===== src/rtl/apb_gpio_irq.sv =====
// apb_gpio_irq: APB slave GPIO block with synchronized inputs and rise/fall edge interrupts
module apb_gpio_irq #(
  parameter int GPIO_W      = 8,
  parameter int WAIT_STATES = 0,
  parameter int PROT_CHECK  = 1
) (
  input  logic              PCLK,
  input  logic              PRESET,
  input  logic              PSEL,
  input  logic              PENABLE,
  input  logic              PWRITE,
  input  logic [31:0]       PADDR,
  input  logic [31:0]       PWDATA,
  input  logic [2:0]        PPROT,
  output logic [31:0]       PRDATA,
  output logic              PREADY,
  output logic              PSLVERR,
  input  logic [GPIO_W-1:0] gpio_in,
  output logic [GPIO_W-1:0] gpio_out,
  output logic [GPIO_W-1:0] gpio_oe,
  output logic              irq
);
  typedef enum logic [1:0] {IDLE, SETUP, ACCESS} state_t;
  state_t state_q, state_d, phase;
  logic [3:0] cnt_q, cnt_d;
  logic [4:0] off;
  logic err, ready, commit;
  logic [GPIO_W-1:0] wd, sel, w1c, rise, fall;
  logic [GPIO_W-1:0] dout_q, dout_d, dir_q, dir_d, ren_q, ren_d, fen_q, fen_d, stat_q, stat_d;
  logic [GPIO_W-1:0] sync_q, din_q, prev_q;
  logic unused_bits;
  assign unused_bits = ^{PADDR[31:5], PPROT[2:1], PWDATA};
  // bus phase (setup is seen combinationally in IDLE), wait counter and next state
  always_comb begin
    phase   = (state_q == IDLE && PSEL && !PENABLE) ? SETUP : state_q;
    ready   = phase == ACCESS && cnt_q == 4'(WAIT_STATES);
    state_d = phase == SETUP ? ACCESS : (phase == ACCESS && (ready || !PSEL)) ? IDLE : phase;
    cnt_d   = (phase == ACCESS && !ready) ? cnt_q + 4'd1 : 4'd0;
  end
  // address decode, error classification and register next-state
  always_comb begin
    off    = PADDR[4:0];
    err    = off > 5'h14 || off[1:0] != 2'b00 || (PWRITE && off == 5'h08) || (PROT_CHECK != 0 && PWRITE && !PPROT[0]);
    commit = PSEL && PENABLE && PWRITE && ready && !err;
    wd     = PWDATA[GPIO_W-1:0];
    dout_d = (commit && off == 5'h00) ? wd : dout_q;
    dir_d  = (commit && off == 5'h04) ? wd : dir_q;
    ren_d  = (commit && off == 5'h0C) ? wd : ren_q;
    fen_d  = (commit && off == 5'h10) ? wd : fen_q;
    w1c    = (commit && off == 5'h14) ? wd : '0;
    rise   = din_q & ~prev_q & ren_q;
    fall   = ~din_q & prev_q & fen_q;
    stat_d = (stat_q & ~w1c) | rise | fall;
  end
  // read mux and transfer response
  always_comb begin
    sel = off == 5'h00 ? dout_q :
          off == 5'h04 ? dir_q  :
          off == 5'h08 ? din_q  :
          off == 5'h0C ? ren_q  :
          off == 5'h10 ? fen_q  :
          off == 5'h14 ? stat_q : '0;
    PREADY  = ready;
    PSLVERR = ready && err;
    PRDATA  = (ready && !PWRITE && !err) ? 32'(sel) : 32'd0;
  end
  // state, registers and input synchronizer chain
  always_ff @(posedge PCLK) begin
    if (PRESET) begin
      state_q <= IDLE;
      cnt_q   <= '0;
      dout_q  <= '0;
      dir_q   <= '0;
      ren_q   <= '0;
      fen_q   <= '0;
      stat_q  <= '0;
      sync_q  <= '0;
      din_q   <= '0;
      prev_q  <= '0;
    end else begin
      state_q <= state_d;
      cnt_q   <= cnt_d;
      dout_q  <= dout_d;
      dir_q   <= dir_d;
      ren_q   <= ren_d;
      fen_q   <= fen_d;
      stat_q  <= stat_d;
      sync_q  <= gpio_in;
      din_q   <= sync_q;
      prev_q  <= din_q;
    end
  end
  assign gpio_out = dout_q;
  assign gpio_oe  = dir_q;
  assign irq      = |stat_q;
endmodule


===== config.mk =====
export PLATFORM = sky130hd
export DESIGN_NAME = apb_gpio_irq
export DESIGN_NICKNAME = d
export VERILOG_FILES = /design/src/rtl/apb_gpio_irq.sv
export SDC_FILE = /design/constraint.sdc
export NUM_CORES = 1
export LEC_CHECK = 0
export CORE_UTILIZATION = 52
export CTS_CLUSTER_DIAMETER = 40
export DETAILED_ROUTE_END_ITERATION = 8
export DONT_BUFFER_PORTS = 1
export GPL_TIMING_DRIVEN = 0
export HOLD_SLACK_MARGIN = 0.03
export PLACE_DENSITY = 0.67
export SLEW_MARGIN = 25
export SYNTH_ARGS = -nofsm -noshare
export SYNTH_HDL_FRONTEND = slang
export SYNTH_SLANG_ARGS = --single-unit

===== constraint.sdc =====
create_clock -name PCLK -period 2.2 [get_ports PCLK]
set_input_delay 0.44 -clock PCLK [delete_from_list [all_inputs] [get_ports PCLK]]
set_output_delay 0.44 -clock PCLK [all_outputs]
set_load 0.02 [all_outputs]

* After elaboration in Yosys (flattened, before gate mapping)
Cells that the tools add are included.
Word-level totals: word-level logic and storage cells 78, bits of input ports 80, register bits after elaboration 70, output and inout port bits 51
Operators by class: reduce and logical (&&, ||, !) cells 36, equal/unequal tests 7, muxes and demuxes 11, bitwise logic cells 11, magnitude comparators 1, add/sub/neg operators 1
Operator list (number):
- 8-bit two-way mux | 8
- 8-bit bitwise AND | 5
- 8-bit inverter | 3
- 1-bit logical AND | 19
- 8-bit bitwise OR | 2
- 5-bit by 4-bit equality test with 1-bit output, second input constant | 2
- 5-bit equality test, second input constant | 2
- 8-bit OR reduction | 1
- 1-bit logical NOT | 6
- 2-bit two-way mux | 3
- 5-bit by 3-bit equality test with 1-bit output, second input constant | 1
- 5-bit greater-than comparator, second input constant | 1
- 5-bit logical NOT | 1
- 4-bit by 1-bit adder with 4-bit output, second input constant | 1
- 4-bit logical NOT | 1
- 1-bit logical OR | 4
- 3-bit OR reduction | 1
- 2-bit by 1-bit equality test with 1-bit output, second input constant | 1
- 2-bit equality test, second input constant | 1
- 2-bit logical NOT | 1
- 2-bit nonzero test | 1
- 2-bit OR reduction | 1
- 1-bit inverter | 1

* Depth between registers and ports, before layout
word-level depth 14, gate-level depth with buffers 7, gate-level depth less buffers 6

* Worst setup path after synthesis
Ideal clock, no wire load.
kind reg-to-output, start register cnt_q[0], end output port PRDATA[5], buffers on the path 0, setup slack -130 ps, required time 1760 ps, stages on the path, launching flop included 7, arrival time 1890 ps, path through dfxtp_1 inv_1 ha_1 nor3b_2 and2_1 nand2_1 a211oi_1
Between the ends: cells in the longest elaborated chain, start to end 5
RTL lines:
- start: declaration | RTL line 25 | logic [3:0] cnt_q, cnt_d;
- start signal: assignment | RTL line 82 | cnt_q <= cnt_d;
- 4-bit logical NOT | RTL line 36 | ready = phase == ACCESS && cnt_q == 4'(WAIT_STATES);
- 1-bit logical AND | RTL line 36
- via PREADY | RTL line 16 | output logic PREADY,
- 1-bit logical AND (2 in series) | RTL line 65 | PRDATA = (ready && !PWRITE && !err) ? 32'(sel) : 32'd0;
- 8-bit two-way mux | RTL line 65
- end: declaration | RTL line 15 | output logic [31:0] PRDATA,
The timed path passes the listed nets, and every way through them passes these cells.

* Worst setup path in the final report
Ends and elaborated chain as after synthesis.

==> out/metrics.csv <==
stage;metric;value;unit
status;status;complete, no violations;
final_layout;area_growth;18.4;%
global_route;grtUsageMet2;40.8;%
power;vdd_drop_max;0.641;mV
final_layout;multi_input_comb_area;1760;µm²
global_route;gr-total-overflow;0;
route;wl_per_cell;17.3;µm
sta;min_period_over_period;98.7;%
sta;tightestPinTransition;0.676;ns
sta;slew_headroom;54.9;%
die;die_area;6510;µm²
route;route.detailed.drc;0;
placement;dpl_cell_area;3400;µm²
die;die_w;80.7;µm
global_route;antenna_found_initial;0;
sta;maxSlewViolCount;0;
final_layout;regArea;1410;µm²
global_route;grtUsageMet1;33.5;%
global_route;grt_pass1_wl;12400;µm
worst_setup_path;required;1.76;ns
clock_tree;cts_max_level;3;
clock_tree;clockBufferDepth;2;
sta;fin_worst_skew;0.00706;ns
die;io_pins;131;
route;antenna_left;0;
route;vias;2575;
global_route;grt_use_total;26.4;%
yosys;synthSimpleGateAreaFrac;23.7;%
yosys;synthArstFlopShare;0;%
worst_setup_path;cp_data_arrival_time;1.73;ns
yosys;synth_xor_area_share;0.544;%
sta;hold_viol_final;0;
sta;grt_setup_unrepaired;true;
yosys;synth_area_per_cell;9.47;µm²
final_layout;nNetsFinal;462;
final_layout;post-route-util;64.0;%
global_route;grt_most_used_layer;met2;
placement;portBuffers;0;
min_path;hp-class;in2reg;
final_layout;num_antenna_cells;0;
die;core;5960;µm²
yosys;synth_fa_ha_area_share;0.777;%
yosys;synthCells;340;
clock_tree;cts-root-buf;clkbuf_8;
yosys;synth_warnings;0;
final_layout;fillCellCount;505;
route;firstDrtPassIters;5;
sta;final-setup-viol-count;0;
yosys;synth-compound-area-share;8.62;%
placement;dp_hpwl;5270;µm
power;p_leak;1.63;nW
route;drt-total-wl;7960;µm
yosys;seq_area_frac_synth;43.5;%
yosys;synth_edf_count;0;
die;initial_core_util;54.1;%
flow_run;maxCapViolations;0;
global_route;grt_use_met3;6.02;%
global_route;grt_max_degree;14;
power;cellPowerDensity;662;nW/µm²
worst_setup_path;cp_max_fo;8;
sta;fmax;461;MHz
yosys;ys_ff_latch;70;
yosys;synth.distinct_cells;45;
worst_setup_path;critical_path_class;reg2out;
yosys;synth_flop_cell;dfxtp_1;
clock_tree;clkSlewWorstSetupHoldPaths;0.08;ns
final_layout;drive_gt1_share;23.1;%
yosys;synth_top_family_by_area;simple AND/OR/NAND/NOR gates;
die;die_h;80.7;µm
yosys;syn_area;3220;µm²
clock_tree;clock_latency;0.34;ns
yosys;synth_mux_area_share;13.8;%
clock_tree;tritoncts;done;
clock_tree;cts_sinks;70;
clock_tree;cts_inserted_buffers;9;
placement;routabilityCongestion;0.830;
sta;period_needed;2.17;ns
worst_setup_path;cp-end-kind;output pin;
final_layout;design_area;3810;µm²
die;rows;28;
route;drtIter0Drc;249;
worst_setup_path;start_kind;flip-flop;
route;viasPerCell;5.60;
global_route;grt_pass1_vias;2393;
==> state kept, by name, summed over array words and instances, names as in the netlist <==
register / flops
gpio_out: 8
state_q: 2
din_q: 8
ren_q: 8
gpio_oe: 8
cnt_q: 4
prev_q: 8
fen_q: 8
stat_q: 8
sync_q: 8
==> critical path, cell delays in order (launching register included) <==
cell and delay [ns]:
dfxtp_2 0.33, inv_2 0.06, ha_4 0.12, nor3b_4 0.18, and2_4 0.25, nand2_8 0.13
a211oi_4 0.32
==> power by group <==
| part | leakage, nW | switching (mW) | internal [mW] |
|---|---|---|---|
| sequential | 0.569 | 0.00889 | 1.28 |
| clock | 0.0996 | 0.503 | 0.527 |
| combinational | 0.958 | 0.123 | 0.0758 |
| total | 1.63 | 0.635 | 1.89 |
==> Yosys cell counts (all sizes together), types with 3 or more instances <==
| cell | n | area share, % |
|---|---|---|
| a211oi | 3 | 0.70 |
| a21oi | 7 | 1.1 |
| a222oi | 7 | 2.2 |
| a31oi | 8 | 1.6 |
| buf | 29 | 6.5 |
| clkbuf | 11 | 1.3 |
| dfxtp | 70 | 44 |
| inv | 10 | 1.2 |
| mux2 | 8 | 2.8 |
| mux2i | 33 | 10 |
| nand2 | 7 | 0.82 |
| nand3b | 7 | 1.6 |
| nand4 | 11 | 3.3 |
| nor2 | 55 | 6.4 |
| nor2b | 26 | 5.1 |
| nor3 | 5 | 0.78 |
| nor4 | 3 | 1.0 |
| o21ai | 9 | 1.4 |
| o22ai | 5 | 0.97 |
==> path summary, 6_finish.rpt <==
| path | startpoint | endpoint | slack (ns) | depth (start not counted) |
|---|---|---|---|---|
| setup / recovery | cnt_q[0] | PRDATA[5] | 0.03 | 6 |
| hold / removal | gpio_in[1] | sync_q[1] | 0.22 | 1 |
| setup reg to reg | cnt_q[0] | gpio_out[3] | 0.36 | 8 |
| hold reg to reg | sync_q[3] | din_q[3] | 0.43 | 1 |
==> metal layers <==
| layer | up-vias | routed length (µm) |
|---|---|---|
| met5 | - | 0 |
| met4 | 0 | 229 |
| met3 | 22 | 659 |
| met2 | 139 | 3660 |
| met1 | 1181 | 3410 |
| li1 | 1233 | - |
==> cells in the final DEF, fill, tap and decap left out, types with 6 or more instances in the layout <==
master     n
inv_1      8
o21ai_0    9
mux2_2     8
clkbuf_8   9
a31oi_1    8
clkbuf_1   9
a21oi_1    7
nor2b_1   26
nand4_1    8
nor2_1    54
buf_4     32
conb_1    24
nand3b_1   7
a222oi_1   7
nand2_1    6
dfxtp_1   67
mux2i_1   33
==> layout make-up <==
cell class	instances	share of cell area [%]
Buffer	40	7.09
Clock buffer	9	3.25
Clock inverter	7	1.94
Inverter	10	0.985
Multi-Input combinational cell	243	46.2
Sequential cell	70	36.9
Tap cell	75	2.46
Timing Repair Buffer	6	1.18
==> logic make-up after synthesis <==
kind of cell             after synthesis
adder cells (fa/ha/maj)                2
AO/OA/AOI/OAI                         42
AND/OR/NAND/NOR                      131
multiplexers                          42
buffers and inverters                 50
other                                  1
flip-flops                            70
XOR/XNOR                               2
==> repair_timing <==
item	4_1_cts	5_1_grt
gates resized for setup	36	7
hold buffers	0	0
setup endpoints to repair	9	9
pin swaps	10	2
buffers inserted	5	1
==> stage by stage <==
step	cells	setup TNS (ns)	worst slack [ns]	power [mW]	hold slack (ns)
finish	460	0	0.0296	2.52	0.221
global route	460	-0.235	-0.0693	2.63	0.210
CTS	459	-0.0629	-0.0617	2.54	0.208
detailed placement	438	-3.74	-0.520	1.50	0.422
global placement	438	-3.34	-0.508	1.50	0.417
floorplan	363	-0.827	-0.130	1.47	0.414
No activity file was read; power rests on OpenSTA's default activity.
